File: src/rtl/vga_txt_writer_if.sv
// Byte-stream handshake, clear request and text-buffer write port of the text writer.
interface vga_txt_writer_if #(
  parameter int unsigned ADDR_W = 12
);
  logic [7:0]        i_d;
  logic              i_d_valid_h;
  logic              o_d_ready_h;
  logic              i_clr_h;
  logic              o_busy_h;
  logic [ADDR_W-1:0] o_addr_we;
  logic [7:0]        o_d_we;
  logic              o_we_en_h;
  logic [6:0]        o_cur_x;
  logic [4:0]        o_cur_y;

  modport master (
    output i_d, i_d_valid_h, i_clr_h,
    input  o_d_ready_h, o_busy_h, o_addr_we, o_d_we, o_we_en_h, o_cur_x, o_cur_y
  );

  modport slave (
    input  i_d, i_d_valid_h, i_clr_h,
    output o_d_ready_h, o_busy_h, o_addr_we, o_d_we, o_we_en_h, o_cur_x, o_cur_y
  );
endinterface

File: src/rtl/vga_txt_writer.sv
// Write-side controller for the text video buffer: decodes a byte stream, tracks the
// cursor and performs full-screen and single-line clears one cell per clock.
module vga_txt_writer #(
  parameter int unsigned COLS     = 80,
  parameter int unsigned ROWS     = 30,
  parameter int unsigned ADDR_W   = 12,
  parameter logic [7:0]  CLR_CHAR = 8'h20
) (
  input logic           i_clk,
  input logic           i_rst_h,
  vga_txt_writer_if.slave bus
);

  localparam int unsigned       CELLS     = COLS * ROWS;
  localparam logic [ADDR_W-1:0] LAST_CELL = ADDR_W'(CELLS - 1);
  localparam logic [ADDR_W-1:0] LAST_COL  = ADDR_W'(COLS - 1);
  localparam logic [ADDR_W-1:0] COLS_A    = ADDR_W'(COLS);
  localparam logic [6:0]        LAST_X    = 7'(COLS - 1);
  localparam logic [4:0]        LAST_Y    = 5'(ROWS - 1);

  localparam logic [7:0] CH_BS = 8'h08;
  localparam logic [7:0] CH_LF = 8'h0A;
  localparam logic [7:0] CH_FF = 8'h0C;
  localparam logic [7:0] CH_CR = 8'h0D;

  typedef enum logic [1:0] {CLR_ALL, IDLE, CLR_LINE} state_t;

  state_t            state, state_nxt;
  logic [ADDR_W-1:0] cnt, cnt_nxt;
  logic [ADDR_W-1:0] row_base, row_base_nxt;
  logic              ready, ready_nxt;
  logic              busy, busy_nxt;
  logic              we_en, we_en_nxt;
  logic [ADDR_W-1:0] addr, addr_nxt;
  logic [7:0]        data, data_nxt;
  logic [6:0]        cur_x, cur_x_nxt;
  logic [4:0]        cur_y, cur_y_nxt;

  logic              take;
  logic              nl_wrap;
  logic [4:0]        nl_y;
  logic [ADDR_W-1:0] nl_base;

  // ready is only ever high in IDLE, so it alone qualifies the handshake
  assign take    = ready && bus.i_d_valid_h && !bus.i_clr_h;
  assign nl_wrap = (cur_y == LAST_Y);
  assign nl_y    = nl_wrap ? 5'd0 : cur_y + 5'd1;
  assign nl_base = nl_wrap ? '0 : row_base + COLS_A;

  // State and datapath registers
  always_ff @(posedge i_clk) begin
    if (i_rst_h) begin
      state    <= CLR_ALL;
      cnt      <= '0;
      row_base <= '0;
      ready    <= 1'b0;
      busy     <= 1'b0;
      we_en    <= 1'b0;
      addr     <= '0;
      data     <= 8'h00;
      cur_x    <= 7'd0;
      cur_y    <= 5'd0;
    end else begin
      state    <= state_nxt;
      cnt      <= cnt_nxt;
      row_base <= row_base_nxt;
      ready    <= ready_nxt;
      busy     <= busy_nxt;
      we_en    <= we_en_nxt;
      addr     <= addr_nxt;
      data     <= data_nxt;
      cur_x    <= cur_x_nxt;
      cur_y    <= cur_y_nxt;
    end
  end

  // Next-state decode
  always_comb begin
    state_nxt = state;
    case (state)
      CLR_ALL:  if (cnt == LAST_CELL) state_nxt = IDLE;
      CLR_LINE: if (cnt == LAST_COL)  state_nxt = IDLE;
      IDLE: begin
        if (bus.i_clr_h) begin
          state_nxt = CLR_ALL;
        end else if (take) begin
          case (bus.i_d)
            CH_LF:        state_nxt = CLR_LINE;
            CH_FF:        state_nxt = CLR_ALL;
            CH_CR, CH_BS: state_nxt = IDLE;
            default:      if (cur_x == LAST_X) state_nxt = CLR_LINE;
          endcase
        end
      end
      default: state_nxt = CLR_ALL;
    endcase
  end

  // Next values of outputs, cursor and clear counter
  always_comb begin
    cnt_nxt      = cnt;
    row_base_nxt = row_base;
    cur_x_nxt    = cur_x;
    cur_y_nxt    = cur_y;
    ready_nxt    = 1'b0;
    busy_nxt     = 1'b0;
    we_en_nxt    = 1'b0;
    addr_nxt     = addr;
    data_nxt     = data;
    case (state)
      CLR_ALL: begin
        we_en_nxt    = 1'b1;
        addr_nxt     = cnt;
        data_nxt     = CLR_CHAR;
        busy_nxt     = 1'b1;
        cur_x_nxt    = 7'd0;
        cur_y_nxt    = 5'd0;
        row_base_nxt = '0;
        cnt_nxt      = (cnt == LAST_CELL) ? '0 : cnt + ADDR_W'(1);
      end
      CLR_LINE: begin
        we_en_nxt = 1'b1;
        addr_nxt  = row_base + cnt;
        data_nxt  = CLR_CHAR;
        busy_nxt  = 1'b1;
        cnt_nxt   = (cnt == LAST_COL) ? '0 : cnt + ADDR_W'(1);
      end
      IDLE: begin
        ready_nxt = 1'b1;
        if (bus.i_clr_h) begin
          ready_nxt = 1'b0;
          busy_nxt  = 1'b1;
          cnt_nxt   = '0;
        end else if (take) begin
          case (bus.i_d)
            CH_CR: cur_x_nxt = 7'd0;
            CH_LF: begin
              // first cell of the new row is cleared right away, CLR_LINE does the rest
              cur_x_nxt    = 7'd0;
              cur_y_nxt    = nl_y;
              row_base_nxt = nl_base;
              we_en_nxt    = 1'b1;
              addr_nxt     = nl_base;
              data_nxt     = CLR_CHAR;
              cnt_nxt      = ADDR_W'(1);
              ready_nxt    = 1'b0;
              busy_nxt     = 1'b1;
            end
            CH_BS: begin
              if (cur_x != 7'd0) begin
                cur_x_nxt = cur_x - 7'd1;
                we_en_nxt = 1'b1;
                addr_nxt  = row_base + ADDR_W'(cur_x - 7'd1);
                data_nxt  = CLR_CHAR;
              end
            end
            CH_FF: begin
              ready_nxt = 1'b0;
              busy_nxt  = 1'b1;
              cnt_nxt   = '0;
            end
            default: begin
              we_en_nxt = 1'b1;
              addr_nxt  = row_base + ADDR_W'(cur_x);
              data_nxt  = bus.i_d;
              if (cur_x == LAST_X) begin
                cur_x_nxt    = 7'd0;
                cur_y_nxt    = nl_y;
                row_base_nxt = nl_base;
                cnt_nxt      = '0;
                ready_nxt    = 1'b0;
                busy_nxt     = 1'b1;
              end else begin
                cur_x_nxt = cur_x + 7'd1;
              end
            end
          endcase
        end
      end
      default: ;
    endcase
  end

  assign bus.o_d_ready_h = ready;
  assign bus.o_busy_h    = busy;
  assign bus.o_we_en_h   = we_en;
  assign bus.o_addr_we   = addr;
  assign bus.o_d_we      = data;
  assign bus.o_cur_x     = cur_x;
  assign bus.o_cur_y     = cur_y;

endmodule

File: src/flat_wrapper.sv
// flat-port wrapper written by rule: the top's interface ports become plain ports
module vga_txt_writer_flat 
#(
  parameter int unsigned COLS     = 80,
  parameter int unsigned ROWS     = 30,
  parameter int unsigned ADDR_W   = 12,
  parameter logic [7:0]  CLR_CHAR = 8'h20
)
  (i_clk, i_rst_h, bus_i_d, bus_i_d_valid_h, bus_i_clr_h, bus_o_d_ready_h, bus_o_busy_h, bus_o_addr_we, bus_o_d_we, bus_o_we_en_h, bus_o_cur_x, bus_o_cur_y);
  vga_txt_writer_if #(.ADDR_W(ADDR_W)) bus_i ();
  input logic i_clk;
  input logic i_rst_h;
  input wire logic [$bits(bus_i.i_d)-1:0] bus_i_d;
  input wire logic [$bits(bus_i.i_d_valid_h)-1:0] bus_i_d_valid_h;
  input wire logic [$bits(bus_i.i_clr_h)-1:0] bus_i_clr_h;
  output wire logic [$bits(bus_i.o_d_ready_h)-1:0] bus_o_d_ready_h;
  output wire logic [$bits(bus_i.o_busy_h)-1:0] bus_o_busy_h;
  output wire logic [$bits(bus_i.o_addr_we)-1:0] bus_o_addr_we;
  output wire logic [$bits(bus_i.o_d_we)-1:0] bus_o_d_we;
  output wire logic [$bits(bus_i.o_we_en_h)-1:0] bus_o_we_en_h;
  output wire logic [$bits(bus_i.o_cur_x)-1:0] bus_o_cur_x;
  output wire logic [$bits(bus_i.o_cur_y)-1:0] bus_o_cur_y;
  assign bus_i.i_d = bus_i_d;
  assign bus_i.i_d_valid_h = bus_i_d_valid_h;
  assign bus_i.i_clr_h = bus_i_clr_h;
  assign bus_o_d_ready_h = bus_i.o_d_ready_h;
  assign bus_o_busy_h = bus_i.o_busy_h;
  assign bus_o_addr_we = bus_i.o_addr_we;
  assign bus_o_d_we = bus_i.o_d_we;
  assign bus_o_we_en_h = bus_i.o_we_en_h;
  assign bus_o_cur_x = bus_i.o_cur_x;
  assign bus_o_cur_y = bus_i.o_cur_y;
  vga_txt_writer #(.COLS(COLS), .ROWS(ROWS), .ADDR_W(ADDR_W), .CLR_CHAR(CLR_CHAR)) u_core (.i_clk(i_clk), .i_rst_h(i_rst_h), .bus(bus_i));
endmodule
File: config.mk
export PLATFORM = sky130hd
export DESIGN_NAME = vga_txt_writer_flat
export DESIGN_NICKNAME = d
export VERILOG_FILES = /design/src/rtl/vga_txt_writer_if.sv /design/src/rtl/vga_txt_writer.sv /design/src/flat_wrapper.sv
export SDC_FILE = /design/constraint.sdc
export NUM_CORES = 1
export LEC_CHECK = 0
export BUFFER_PORTS_ARGS = -buffer_cell sky130_fd_sc_hd__buf_2
export CORE_UTILIZATION = 55
export DETAILED_ROUTE_END_ITERATION = 10
export HOLD_SLACK_MARGIN = 0.12
export PLACE_DENSITY = 0.89
export REMOVE_ABC_BUFFERS = 1
export SETUP_SLACK_MARGIN = 0.1
export SYNTH_ARGS = -nofsm -noshare
export SYNTH_HDL_FRONTEND = slang
export SYNTH_SLANG_ARGS = --single-unit
File: constraint.sdc
create_clock -name i_clk -period 3.46 [get_ports i_clk]
set_clock_uncertainty 0.15 [all_clocks]
set_input_delay 0.173 -clock i_clk [delete_from_list [all_inputs] [get_ports i_clk]]
set_output_delay 0.173 -clock i_clk [all_outputs]
set_load 0.02 [all_outputs]
==> impl_results.md <==
* Status: completed
* Crit-path slowest cell: dfxtp_2
* Clock-pin slew of the registers on the worst-case setup and hold paths at 0.08 ns
* Post-synth EDFFs at 0
* Clock latency on the worst-skew pair at 0.36 ns
* Clock Sinks at 61
* CTS tree: built
* Post-synthesis sequential area ratio at 0.250
* Area added between synthesis and finish at 15.2%
* Via count at 5291
* Gr ovfl total at 0
* Post-DRT Antenna Nets at 0
* Total Routing Usage GR at 0.336
* Final Cycle Share at 0.903
* WL final at 14900 µm
* Cells after synthesis at 615
* Finish-stage setup viols at 0
* DRC at 0
* #FFs+latches synth at 61
* Fmax at 320 MHz
* Detailed-placement wirelength estimate at between 10000 and 15000 µm
* Static leakage at around 2.3 nW
* Postcts setup bufs at 0
* Syn_area_per_cell at about 8 µm²
* H-Tree Depth at 3
* Crit-path max FO at 8
* Critical path class: reg -> reg
* Worst VDD drop at 0.184 mV
* IO Count at 47
* Layout cells sized above 1 at 0.172
* R2R Setup Slk at 0.34 ns
* Cell row count at 34
* Max Cap Violations at 0
* Worst slew pin tran at around 1 ns
* CP peak stage delay at 0.38 ns
* Most frequent cells in the layout: dfxtp_1, nand2_1, a21oi_1
* Drt via density at 6.72
* Cts bufs inserted at 9
* Ys Warns at 0
* Dpl ws at ~0.097 ns
* RSZ-0062 raised after global routing: false
* Critical-path cell list: inv_1 -> ha_2 -> and2_1 -> nand2_1 -> xnor2_1 -> ha_1 -> o211a_1 -> a21boi_1 -> o31ai_1 -> xnor2_1 -> nand2_1 -> a2111oi_0
* Worst Setup End Kind: register
* Layout fillers at between 700 and 800
* Synth Flop Type: dfxtp_1
* Pins Over Slew Limit at 0
* Commonest non-fill, non-tap cell in the layout: dfxtp_1
* First-pass GRT wire length at about 24000 µm
* Clock root cell: clkbuf_8
* Clk buf depth at 2
* # diodes at 0
* Mapped cell area at approximately 4900 µm²
* Initial DRC count at roughly 610
* Fin worst setup slack at ~0.34 ns
* Die Ht at 96.3 µm
* Largest net degree at the start of global routing at 26
* Synth unique cells at 81
* Final Hold Violating Endpoints at 0
* I/O Buffers at 46
* Core box area at between 8000 and 9000 µm²
* Power Dens Cells at approximately 350 nW/µm²
* Initial Utilization at 0.564
* Critical path required time at 3.56 ns
* Setup crit start kind: register
* Chip Width at 96.3 µm
* Worst hold-check path type: in -> reg
* Number of global-route vias before repair at 4974
* Routability congestion estimate at roughly 0.99
* Setup TNS at 0 ns
* Nets at around 720
* Tmin final at 3.12 ns
* Slew margin rel. at 0.349
* CP Data Arrival Time at 3.22 ns
* FFs w/ async S/R, synth at 0
* Die ar. at between 9000 and 10000 µm²
* Antenna violations before repair at 0
* First-pass DRT Iterations at 6
* WL/cell at approximately 19 µm
[report_power, final]
part	leakage, nW	switching, W	internal (W)	total [W]
sequential	0.494	0.0000404	0.000742	0.000782
combinational	1.72	0.000288	0.000156	0.000445
clock	0.106	0.000327	0.000407	0.000734
[path summary, 6_finish.rpt]
| check | start | to | depth (start not counted) |
|---|---|---|---|
| setup reg to reg | u_core.bus.o_cur_x[0] | u_core.bus.o_addr_we[8] | 12 |
| hold / removal | i_rst_h | u_core.bus.o_d_we[6] | 2 |
| setup / recovery | u_core.bus.o_cur_x[0] | u_core.bus.o_addr_we[8] | 12 |
| hold reg to reg | u_core.bus.o_addr_we[0] | u_core.bus.o_addr_we[0] | 2 |
[per-stage QoR]
stage	hold WS [ns]	cells	util	area [µm²]	power, W
floorplan	0.0921	580	-	4730	0.00105
CTS	0.124	787	0.647	5620	0.00194
global route	0.162	787	0.650	5640	0.00203
finish	0.126	787	0.650	5640	0.00196
global placement	0.287	762	0.611	5310	0.00120
detailed placement	0.295	762	0.611	5310	0.00122
[routing by layer]
metal	up-vias	global-route usage	wire (µm)
li1	2450	-	-
met1	2397	0.414	5880
met2	356	0.541	6770
met3	88	0.0679	1460
met4	0	0.192	736
met5	-	0	0
[worst max-delay path, delay by kind of cell (launching register included)]
family | cells | cell delay, ns
simple gates | 3 | 0.35
fa+ha+maj | 2 | 0.57
xor+xnor | 2 | 0.34
buf+inv | 1 | 0.17
flops | 1 | 0.38
compound gates | 4 | 1.07
[state kept, by name (all words and copies together), names as in the netlist, 2 cells and up]
register              flops
u_core.bus.o_addr_we     12
u_core.cnt               12
u_core.row_base          12
u_core.bus.o_d_we         8
u_core.bus.o_cur_x        7
u_core.bus.o_cur_y        5
u_core.state              2
[cell usage after synthesis, drive strengths merged (12+ instances only)]
cell | instances | share of area
xnor2 | 21 | 0.038
nand2 | 53 | 0.041
nor3 | 15 | 0.016
nor2 | 45 | 0.035
o21ai | 33 | 0.034
a21oi | 51 | 0.052
ha | 35 | 0.090
clkbuf | 23 | 0.018
dfxtp | 61 | 0.25
buf | 12 | 0.015
inv | 17 | 0.013
and2 | 14 | 0.018
nand3 | 29 | 0.031
[layout make-up]
| cell class | count | area [µm²] | area share |
|---|---|---|---|
| multi-input combinational | 501 | 3460 | 0.614 |
| inverter | 18 | 67.6 | 0.0120 |
| clock buffer | 9 | 124 | 0.0220 |
| tap | 108 | 135 | 0.0240 |
| timing repair buffer | 83 | 531 | 0.0941 |
| clock inverter | 7 | 97.6 | 0.0173 |
| sequential | 61 | 1220 | 0.217 |
[kinds of logic after synthesis]
kind of cell | after synthesis | synth area share
simple gates | 232 | 0.257
compound gates | 194 | 0.275
flops | 61 | 0.250
buf+inv | 53 | 0.0468
fa+ha+maj | 37 | 0.0977
xor+xnor | 29 | 0.0519
mux | 9 | 0.0217
[timing repair]
action	CTS	global route
endpoints found under the setup margin	0	3
hold endpoints to repair	9	0
resized for setup	0	7
hold buffers	9	0
No activity file was read; power rests on OpenSTA's default activity.
